`src/rtl/apb_regfile_p.sv`:
```
// rtl/apb_regfile_p.sv - parametrised APB4 slave register file with strobes, wait states and PSLVERR
module apb_regfile_p #(
  parameter int                             DATA_WIDTH   = 32,
  parameter int                             NUM_REGS     = 8,
  parameter int                             ADDR_WIDTH   = 32,
  parameter int                             WAIT_STATES  = 0,
  parameter logic [NUM_REGS-1:0]            RO_MASK      = '0,
  parameter logic [NUM_REGS*DATA_WIDTH-1:0] RESET_VALUES = '0
) (
  input  logic                    PCLK,
  input  logic                    PRESET,
  input  logic                    PSEL,
  input  logic                    PENABLE,
  input  logic                    PWRITE,
  input  logic [ADDR_WIDTH-1:0]   PADDR,
  input  logic [DATA_WIDTH-1:0]   PWDATA,
  input  logic [DATA_WIDTH/8-1:0] PSTRB,
  output logic [DATA_WIDTH-1:0]   PRDATA,
  output logic                    PREADY,
  output logic                    PSLVERR
);

  localparam int NB = DATA_WIDTH / 8;
  // Width of the register select; at least one bit so a single-register file still elaborates.
  localparam int IW = (NUM_REGS > 1) ? $clog2(NUM_REGS) : 1;
  // Word index is widened to whichever is larger, the bus index or the select, so the
  // range compare never truncates either side.
  localparam int XW = ((ADDR_WIDTH - 2) > IW) ? (ADDR_WIDTH - 2) : IW;

  typedef enum logic {
    IDLE   = 1'b0,
    ACCESS = 1'b1
  } state_e;

  state_e                state_q, state_d;
  logic [3:0]            wait_cnt_q, wait_cnt_d;
  logic [DATA_WIDTH-1:0] regs_q [NUM_REGS];
  logic [DATA_WIDTH-1:0] regs_d [NUM_REGS];

  logic [XW-1:0] idx_ext;
  logic [IW-1:0] idx_sel;
  logic          in_range;
  logic          misaligned;
  logic          wr_ro;
  logic          err;
  logic          commit_wr;

  // Address decode and error classification for the transfer currently on the bus.
  always_comb begin
    idx_ext    = XW'(PADDR[ADDR_WIDTH-1:2]);
    idx_sel    = idx_ext[IW-1:0];
    in_range   = (idx_ext < XW'(NUM_REGS));
    misaligned = (PADDR[1:0] != 2'b00);
    wr_ro      = PWRITE & in_range & RO_MASK[idx_sel];
    err        = misaligned | ~in_range | wr_ro;
  end

  // PREADY depends only on FSM state and the master's control lines, never on write data.
  assign PREADY    = (state_q == ACCESS) & PSEL & PENABLE & (wait_cnt_q == 4'd0);
  assign PSLVERR   = PREADY & err;
  assign commit_wr = PREADY & PWRITE & ~err;
  assign PRDATA    = (PREADY & ~PWRITE & ~err) ? regs_q[idx_sel] : '0;

  // Next-state and wait-counter logic for the setup/access handshake.
  always_comb begin
    state_d    = state_q;
    wait_cnt_d = wait_cnt_q;
    unique case (state_q)
      IDLE: begin
        if (PSEL && !PENABLE) begin
          state_d    = ACCESS;
          wait_cnt_d = 4'(WAIT_STATES);
        end
      end
      ACCESS: begin
        if (!PSEL) begin
          // Master dropped select mid-transfer: abandon it without committing.
          state_d    = IDLE;
          wait_cnt_d = 4'd0;
        end else if (!PENABLE) begin
          // A new setup phase restarts the transfer from scratch.
          wait_cnt_d = 4'(WAIT_STATES);
        end else if (wait_cnt_q != 4'd0) begin
          wait_cnt_d = wait_cnt_q - 4'd1;
        end else begin
          state_d = IDLE;
        end
      end
      default: begin
        state_d    = IDLE;
        wait_cnt_d = 4'd0;
      end
    endcase
  end

  // Byte-lane merge of write data into the addressed register.
  always_comb begin
    regs_d = regs_q;
    if (commit_wr) begin
      for (int b = 0; b < NB; b++) begin
        if (PSTRB[b]) begin
          regs_d[idx_sel][8*b +: 8] = PWDATA[8*b +: 8];
        end
      end
    end
  end

  // FSM state and wait counter registers.
  always_ff @(posedge PCLK or posedge PRESET) begin
    if (PRESET) begin
      state_q    <= IDLE;
      wait_cnt_q <= 4'd0;
    end else begin
      state_q    <= state_d;
      wait_cnt_q <= wait_cnt_d;
    end
  end

  // Register storage; read-only entries never load and so keep their reset value.
  always_ff @(posedge PCLK or posedge PRESET) begin
    if (PRESET) begin
      for (int i = 0; i < NUM_REGS; i++) begin
        regs_q[i] <= RESET_VALUES[i*DATA_WIDTH +: DATA_WIDTH];
      end
    end else begin
      for (int i = 0; i < NUM_REGS; i++) begin
        if (!RO_MASK[i]) begin
          regs_q[i] <= regs_d[i];
        end
      end
    end
  end

endmodule

```
`config.mk`:
```
export PLATFORM = sky130hd
export DESIGN_NAME = apb_regfile_p
export DESIGN_NICKNAME = d
export VERILOG_FILES = /design/src/rtl/apb_regfile_p.sv
export SDC_FILE = /design/constraint.sdc
export NUM_CORES = 1
export LEC_CHECK = 0
export CAP_MARGIN = 0
export CORE_ASPECT_RATIO = 0.6
export CORE_UTILIZATION = 50
export CTS_BUF_LIST = sky130_fd_sc_hd__clkbuf_2
export CTS_CLUSTER_SIZE = 28
export DETAILED_ROUTE_END_ITERATION = 12
export PLACE_DENSITY = 0.75
export SYNTH_ARGS = -nofsm -noshare
export SYNTH_HDL_FRONTEND = slang
export SYNTH_SLANG_ARGS = --single-unit
```
`constraint.sdc`:
```
create_clock -name PCLK -period 9.8 [get_ports PCLK]
set_clock_uncertainty 0.05 [all_clocks]
set_input_delay 2.45 -clock PCLK [delete_from_list [all_inputs] [get_ports PCLK]]
set_output_delay 2.45 -clock PCLK [all_outputs]
set_load 0.005 [all_outputs]
```
==> results.md, run 1 <==
- WP data required: 7.30 ns
- Area share of the largest cell type after synthesis: 54.5%
- Cell-internal power: 1.40 mW
- Crit-path max cell delay: between 0.6 and 0.7 ns
- Worst Tran Pin Value: about 0.9 ns
- Power per cell area: roughly 140 nW/um^2
- Crit path buffers/inverters: 3
- Placer Congestion: 0.770
- Final Setup Violations: 0
- Hold WC Path Type: reg2reg
- Tot GR Track Use: between 20% and 30%
- Total number of vias: 8,111
- Post-DR wirelength/cell: 22.6 um
- YS warnings: 0
- Number of synthesized flops with an enable pin: 0
- Hold Fails Final Rpt: 0
- Clock Power Share: between 30 and 40%
- Die H: 122 um
- Crit path launch type: primary input
- Initial Util: 51.5%
- Final #Nets: roughly 1,100
- Sequential fraction of design power: 56.1%
- Worst hold margin: roughly 0.46 ns
- Max_cap viols: 0
- Critical path fanouts, max: 23
- Share of cells above drive strength 1: a little under two fifths
- Max IR drop VDD: 0.0000792 V
- Setup WS pre-CTS: between 1.5 and 2 ns
- Global-route wire length before repair: approximately 48 mm
- CTS tree: yes
- Vias in the first global route: roughly 8,500
- DRT Wirelength: 30.3 mm
- Clk buf depth: 3
- Slew margin rel.: 40.8%
- Iter 0 DRT Violations: 619
- Commonest non-fill, non-tap cell in the layout: dfrtp_1
- DR DRC count: 0
- Crit path cell chain: clkdlybuf4s50_1 -> nand3b_1 -> buf_4 -> o22ai_1 -> nor4_1 -> clkdlybuf4s50_1
- Core box area: 23,300 um^2
- I/O Pins: 107
- Area leader, netlist: dfrtp_1
- Initial DRT Pass Iterations: 5
- Unrepaired setup endpoints after global routing: no
- Port buffer count: 106
- Post-DRT Antenna Nets: 0
- FP Rows: 43
- R2R depth: 7
- CTS clk-pin slew, worst paths: 0.09 ns
- Synth cell types: 38
- Top_reg_cell synth: dfrtp_1
- Hold path endpoint: regs_q[30]
- Avg Cell Area, Syn: about 14 um^2
- R2R Path Start: wait_cnt_q[0]
- Hold Crit Depth: 1
- Largest net degree at the start of global routing: 143
- Via density: 6.05
- Initial antenna violation count: 0
- Cell family with the largest share of critical-path delay: buffers and inverters
- CTS Hold Bufs: 0
- Clock Latency Late Sink: 0.85 ns
- CTS resizes: 0
- Final Critical Period: roughly 8 ns
- CP endpoint kind: primary output
- Fmax: 124 MHz
- Non-Filler Instances: 1,341
- Most common cell on crit path: clkdlybuf4s50_1
- Leak pwr: 6.96 nW
- Full die area: 24,600 um^2
- Post-CTS Repair Setup Buffers: 0
- Die Wd: approximately 200 um
- Worst R2R End: regs_q[151]
- Worst Slack Setup Final: 1.72 ns
- Seq/Total Area, Yosys: 54.5%
- Crit Path Category: in2out
- Combinational Power Share: 8.2%
- Max Slew Vio Count: 0
- Sink Count: roughly 260
- Placed cells: 1,242
- Switching share of total power: 27.4%
- Fin crit share: 82.5%
- CTS Buf Count: 57
- Yosys reg bits: 261
- H-tree Lvls: 2
- Fraction of registers with async set/reset: between 90% and 100%
- Syn Std Cell Area: 12,000 um^2
- Hold wc startpoint: regs_q[30]
- P_sw: roughly 530 uW
- Root buffer cell: clkbuf_2
- Antenna cells: 0
- Synth area leaders: dfrtp_1 54%, mux2_2 23%, o22ai_1 4.3%
- Gate Count Post-Synth: about 860
- Levels on crit path: 6
- Layout area overhead: 14.7%
- Most frequent cells in the layout: 261 x dfrtp_1, 240 x mux2_2, 106 x clkdlybuf4s50_1
- Syn Nets: 935
- Remaining global-route overflow: 0
- Final setup TNS: 0 ns
- Critical Path AT: 5.58 ns
- Status: completed
- Post-DP HPWL: 18.4 mm
- R2r setup slk: 6.67 ns
- CP max-delay cell: nand3b_1
worst reg2reg max path, delay by kind of cell (launching register included):
family,cells,cell delay (ns)
flops,1,0.42
buf+inv,2,0.65
mux,1,0.40
fa+ha+maj,1,0.21
simple gates,3,1.30
Yosys cell counts (all sizes together), types with 5 or more instances:
cell and number:
nand4 25, clkbuf 16, or4 7, o22a 24
nand2 5, and4 9, dfrtp 261, nor4 31
o22ai 82, mux2 256, buf 37, o221ai 24
inv 13, nor2 43
per-stage QoR:
| stage | total power [mW] | instance area (um^2) | util, % |
|---|---|---|---|
| floorplan | 1.19 | 12000 | - |
| global placement | 1.26 | 13300 | 56.9 |
| detailed placement | 1.26 | 13300 | 56.9 |
| CTS | 1.94 | 13800 | 59.1 |
| global route | 2.01 | 13800 | 59.1 |
| finish | 1.93 | 13800 | 59.1 |
power by group through the flow:
stage                     combinational (mW)  clock [mW]  sequential [mW]
after floorplan                       0.0900           0             1.10
after global placement                 0.158           0             1.10
after detailed placement               0.159           0             1.10
after CTS                              0.160       0.700             1.08
after global routing                   0.174       0.755             1.08
final                                  0.159       0.687             1.08
worst max-delay path by stage:
stage / from / to / slack [ns]
floorplan: PRESET / regs_q[0] / 0.12
global placement: PADDR[3] / PRDATA[31] / 1.82
detailed placement: PADDR[3] / PRDATA[7] / 1.84
finish: PADDR[3] / PRDATA[31] / 1.72
global route: PADDR[30] / PRDATA[11] / 1.61
CTS: PADDR[3] / PRDATA[7] / 1.82
cell type report:
type / count / area (um^2)
fillers: 1901 / 9540
repair buffers: 119 / 1170
well taps: 315 / 394
clock buffers: 87 / 435
flip-flops and latches: 261 / 6530
inverters: 13 / 56.3
multi-input cells: 534 / 5100
clock inverters: 12 / 71.3
state kept, by name, indices dropped and copies added, names as in the netlist:
name and cells:
regs_q 256, state_q 1, wait_cnt_q 4
cells by family after synthesis:
group                      after synthesis  share of synthesized area, %
and+or+nand+nor                        136                          9.30
buffers and inverters                   66                          3.08
muxes                                  258                          24.7
AOI/OAI and AO/OA                      139                          8.36
DFF                                    261                          54.5
adders and majority gates                1                         0.104
metal layers:
metal / global-route usage (%) / wire, um / up-vias
met4: 6.39 / 360 / 0
met5: 0 / 0 / -
met3: 5.59 / 1860 / 41
li1: - / - / 3593
met2: 38.4 / 13400 / 256
met1: 37.3 / 14700 / 4221
(Power assumes the default switching activity.)
==> run 2, diff against run 1 <==
- clock period: 9.8 -> 7.2 ns (I/O delays scaled with it)
==> run 2 against run 1 <==
  * Die area unchanged
  * Flip-flop and latch count unchanged
  * Worst setup slack worse by 1.1 ns
  * Via count up 0.76%
  * Core utilization up 0.19 points
  * Worst hold slack better by 0.0036 ns
  * Sequential power up 36%
  * Critical endpoint is now PRDATA[16]
==> results.md, run 2 (synthesis gave the netlist of run 1 again) <==
- CTS resizes: 0 (unchanged)
- Critical Path AT: 4.72 ns (-0.86 ns)
- Worst R2R End: regs_q[93]
- Sink Count: 261 (unchanged)
- Share of cells above drive strength 1: 38.9% (+0.55 points)
- R2R depth: 7 (unchanged)
- Slew margin rel.: 26.9% (-14 points)
- Max reg flops: 256 (unchanged)
- Final #Nets: 1,066 (+0.57%)
- Initial Util: 51.5% (unchanged)
- WP data required: 5.35 ns (-1.95 ns)
- FF/Latch Area: 6530 um^2 (unchanged)
- CTS Hold Bufs: 0 (unchanged)
- FP Rows: 43 (unchanged)
- Most frequent cells in the layout: 261 x dfrtp_1, 240 x mux2_2, 106 x clkdlybuf4s50_1
- Port buffer count: 106 (unchanged)
- Leak pwr: 6.99 nW (+0.41%)
- Unrepaired setup endpoints after global routing: no
- Hold WC Path Type: reg2reg
- Clock Latency Late Sink: 0.83 ns (-0.02 ns)
- Post-DP HPWL: 18.0 mm (-2.2%)
- Max Slew Vio Count: 0 (unchanged)
- Max IR drop VDD: 0.000113 V (+43%)
- CP endpoint kind: primary output
- Antenna cells: 0 (unchanged)
- Iter 0 DRT Violations: 511 (-17%)
- Hold Crit Depth: 1 (unchanged)
- DRT Wirelength: 30.1 mm (-0.82%)
- Critical path fanouts, max: 33 (+43%)
- Regs by FF count: regs_q (256), wait_cnt_q (4), state_q (1)
- Initial antenna violation count: 0 (unchanged)
- Largest net degree at the start of global routing: 180 (+26%)
- Crit path launch type: primary input
- Fin area: 13,800 um^2 (+0.32%)
- Status: completed
- Final Critical Period: 6.57 ns
- Layout area overhead: 15.1%
- Clk buf depth: 3 (unchanged)
- Hold path endpoint: regs_q[182]
- CTS tree: yes
- Placer Congestion: 0.816 (+6.0%)
- Setup WS pre-CTS: 0.671 ns (-1.17 ns)
- CTS clk-pin slew, worst paths: 0.11 ns (+0.02 ns)
- Worst hold margin: 0.468 ns (+0.00359 ns)
- Post-DR wirelength/cell: 22.3 um (-1.3%)
- Vias in the first global route: 8,435 (-1.2%)
- Fin crit share: between 90% and 100%
- Post-CTS Repair Setup Buffers: 0 (unchanged)
- Post-DRT Antenna Nets: 0 (unchanged)
- Power per cell area: 187 nW/um^2 (+34%)
- Worst Tran Pin Value: 1.10 ns (+0.208 ns)
- Crit Path Category: in2out
- Hold Fails Final Rpt: 0 (unchanged)
- Max_cap viols: 0 (unchanged)
- Placed inst area: 13,300 um^2 (+0.50%)
- CTS Buf Count: 57 (unchanged)
- Via density: 6.07 (+0.32%)
- Global-route wire length before repair: 47.6 mm (-1.5%)
- Worst Slack Setup Final: 0.625 ns (-1.09 ns)
- Fmax: 152 MHz
- Root buffer cell: clkbuf_2
- Hold wc startpoint: regs_q[182]
- Die H: 122 um (unchanged)
- Setup crit start: PADDR[4]
- Tot GR Track Use: 25.0% (-0.41 points)
- Final Setup Violations: 0 (unchanged)
- Core box area: 23,300 um^2 (unchanged)
- R2R Path Start: wait_cnt_q[0]
- Initial DRT Pass Iterations: 5 (unchanged)
- Final setup TNS: 0 ns (unchanged)
- DR DRC count: 0 (unchanged)
- Full die area: 24,600 um^2 (unchanged)
- Die Wd: 202 um (unchanged)
- Largest Register: regs_q
- Remaining global-route overflow: 0 (unchanged)
- Commonest non-fill, non-tap cell in the layout: dfrtp_1
- R2r setup slk: 4.03 ns (-2.64 ns)
- Fill count: 1,901 (unchanged)
- I/O Pins: 107 (unchanged)
- Total number of vias: 8,173 (+0.76%)
- H-tree Lvls: 2 (unchanged)
- Area of the multi-input gates: 5100 um^2 (unchanged)
run 2: how the worst max path moves through the flow:
stage | slack [ns] | to | cells past startpoint
after floorplan | 1.91 | regs_q[0] | 1
after global placement | 0.74 | PRDATA[7] | 7
after detailed placement | 0.67 | PRDATA[16] | 6
after CTS | 0.66 | PRDATA[16] | 5
after global routing | 0.47 | PRDATA[16] | 5
final | 0.63 | PRDATA[16] | 5
run 2: cell type report:
class / count / area share [%]
clock buffers: 90 / 3.26
flip-flops and latches: 261 / 47.3
inverters: 13 / 0.381
clock inverters: 9 / 0.245
repair buffers: 125 / 8.99
multi-input cells: 534 / 37.0
well taps: 315 / 2.86
run 2: per-stage QoR:
stage | std cells | power, mW | utilization [%]
floorplan | 861 | 1.62 | -
CTS | 1347 | 2.61 | 59.3
finish | 1347 | 2.59 | 59.3
detailed placement | 1248 | 1.72 | 57.2
global route | 1347 | 2.71 | 59.3
global placement | 1248 | 1.72 | 57.2
run 2: where the power goes:
group          switching, mW  leakage, nW  internal (mW)  total (mW)
combinational          0.129         2.96         0.0883       0.218
clock                  0.573        0.388          0.323       0.896
sequential           0.00485         3.65           1.47        1.47
run 2: per-layer routing:
layer	wire length [um]	GRT usage, %	vias to the layer above
met4	547	7.62	0
met1	15000	38.4	4221
met3	1750	5.38	61
li1	-	-	3627
met2	12800	35.2	264
met5	0	0	-
run 2: critical path, stage by stage:
cell and delay (ns):
clkdlybuf4s50_1 0.52, or3b_2 0.95, o22ai_1 0.21, nor4_1 0.57, clkdlybuf4s50_1 0.62
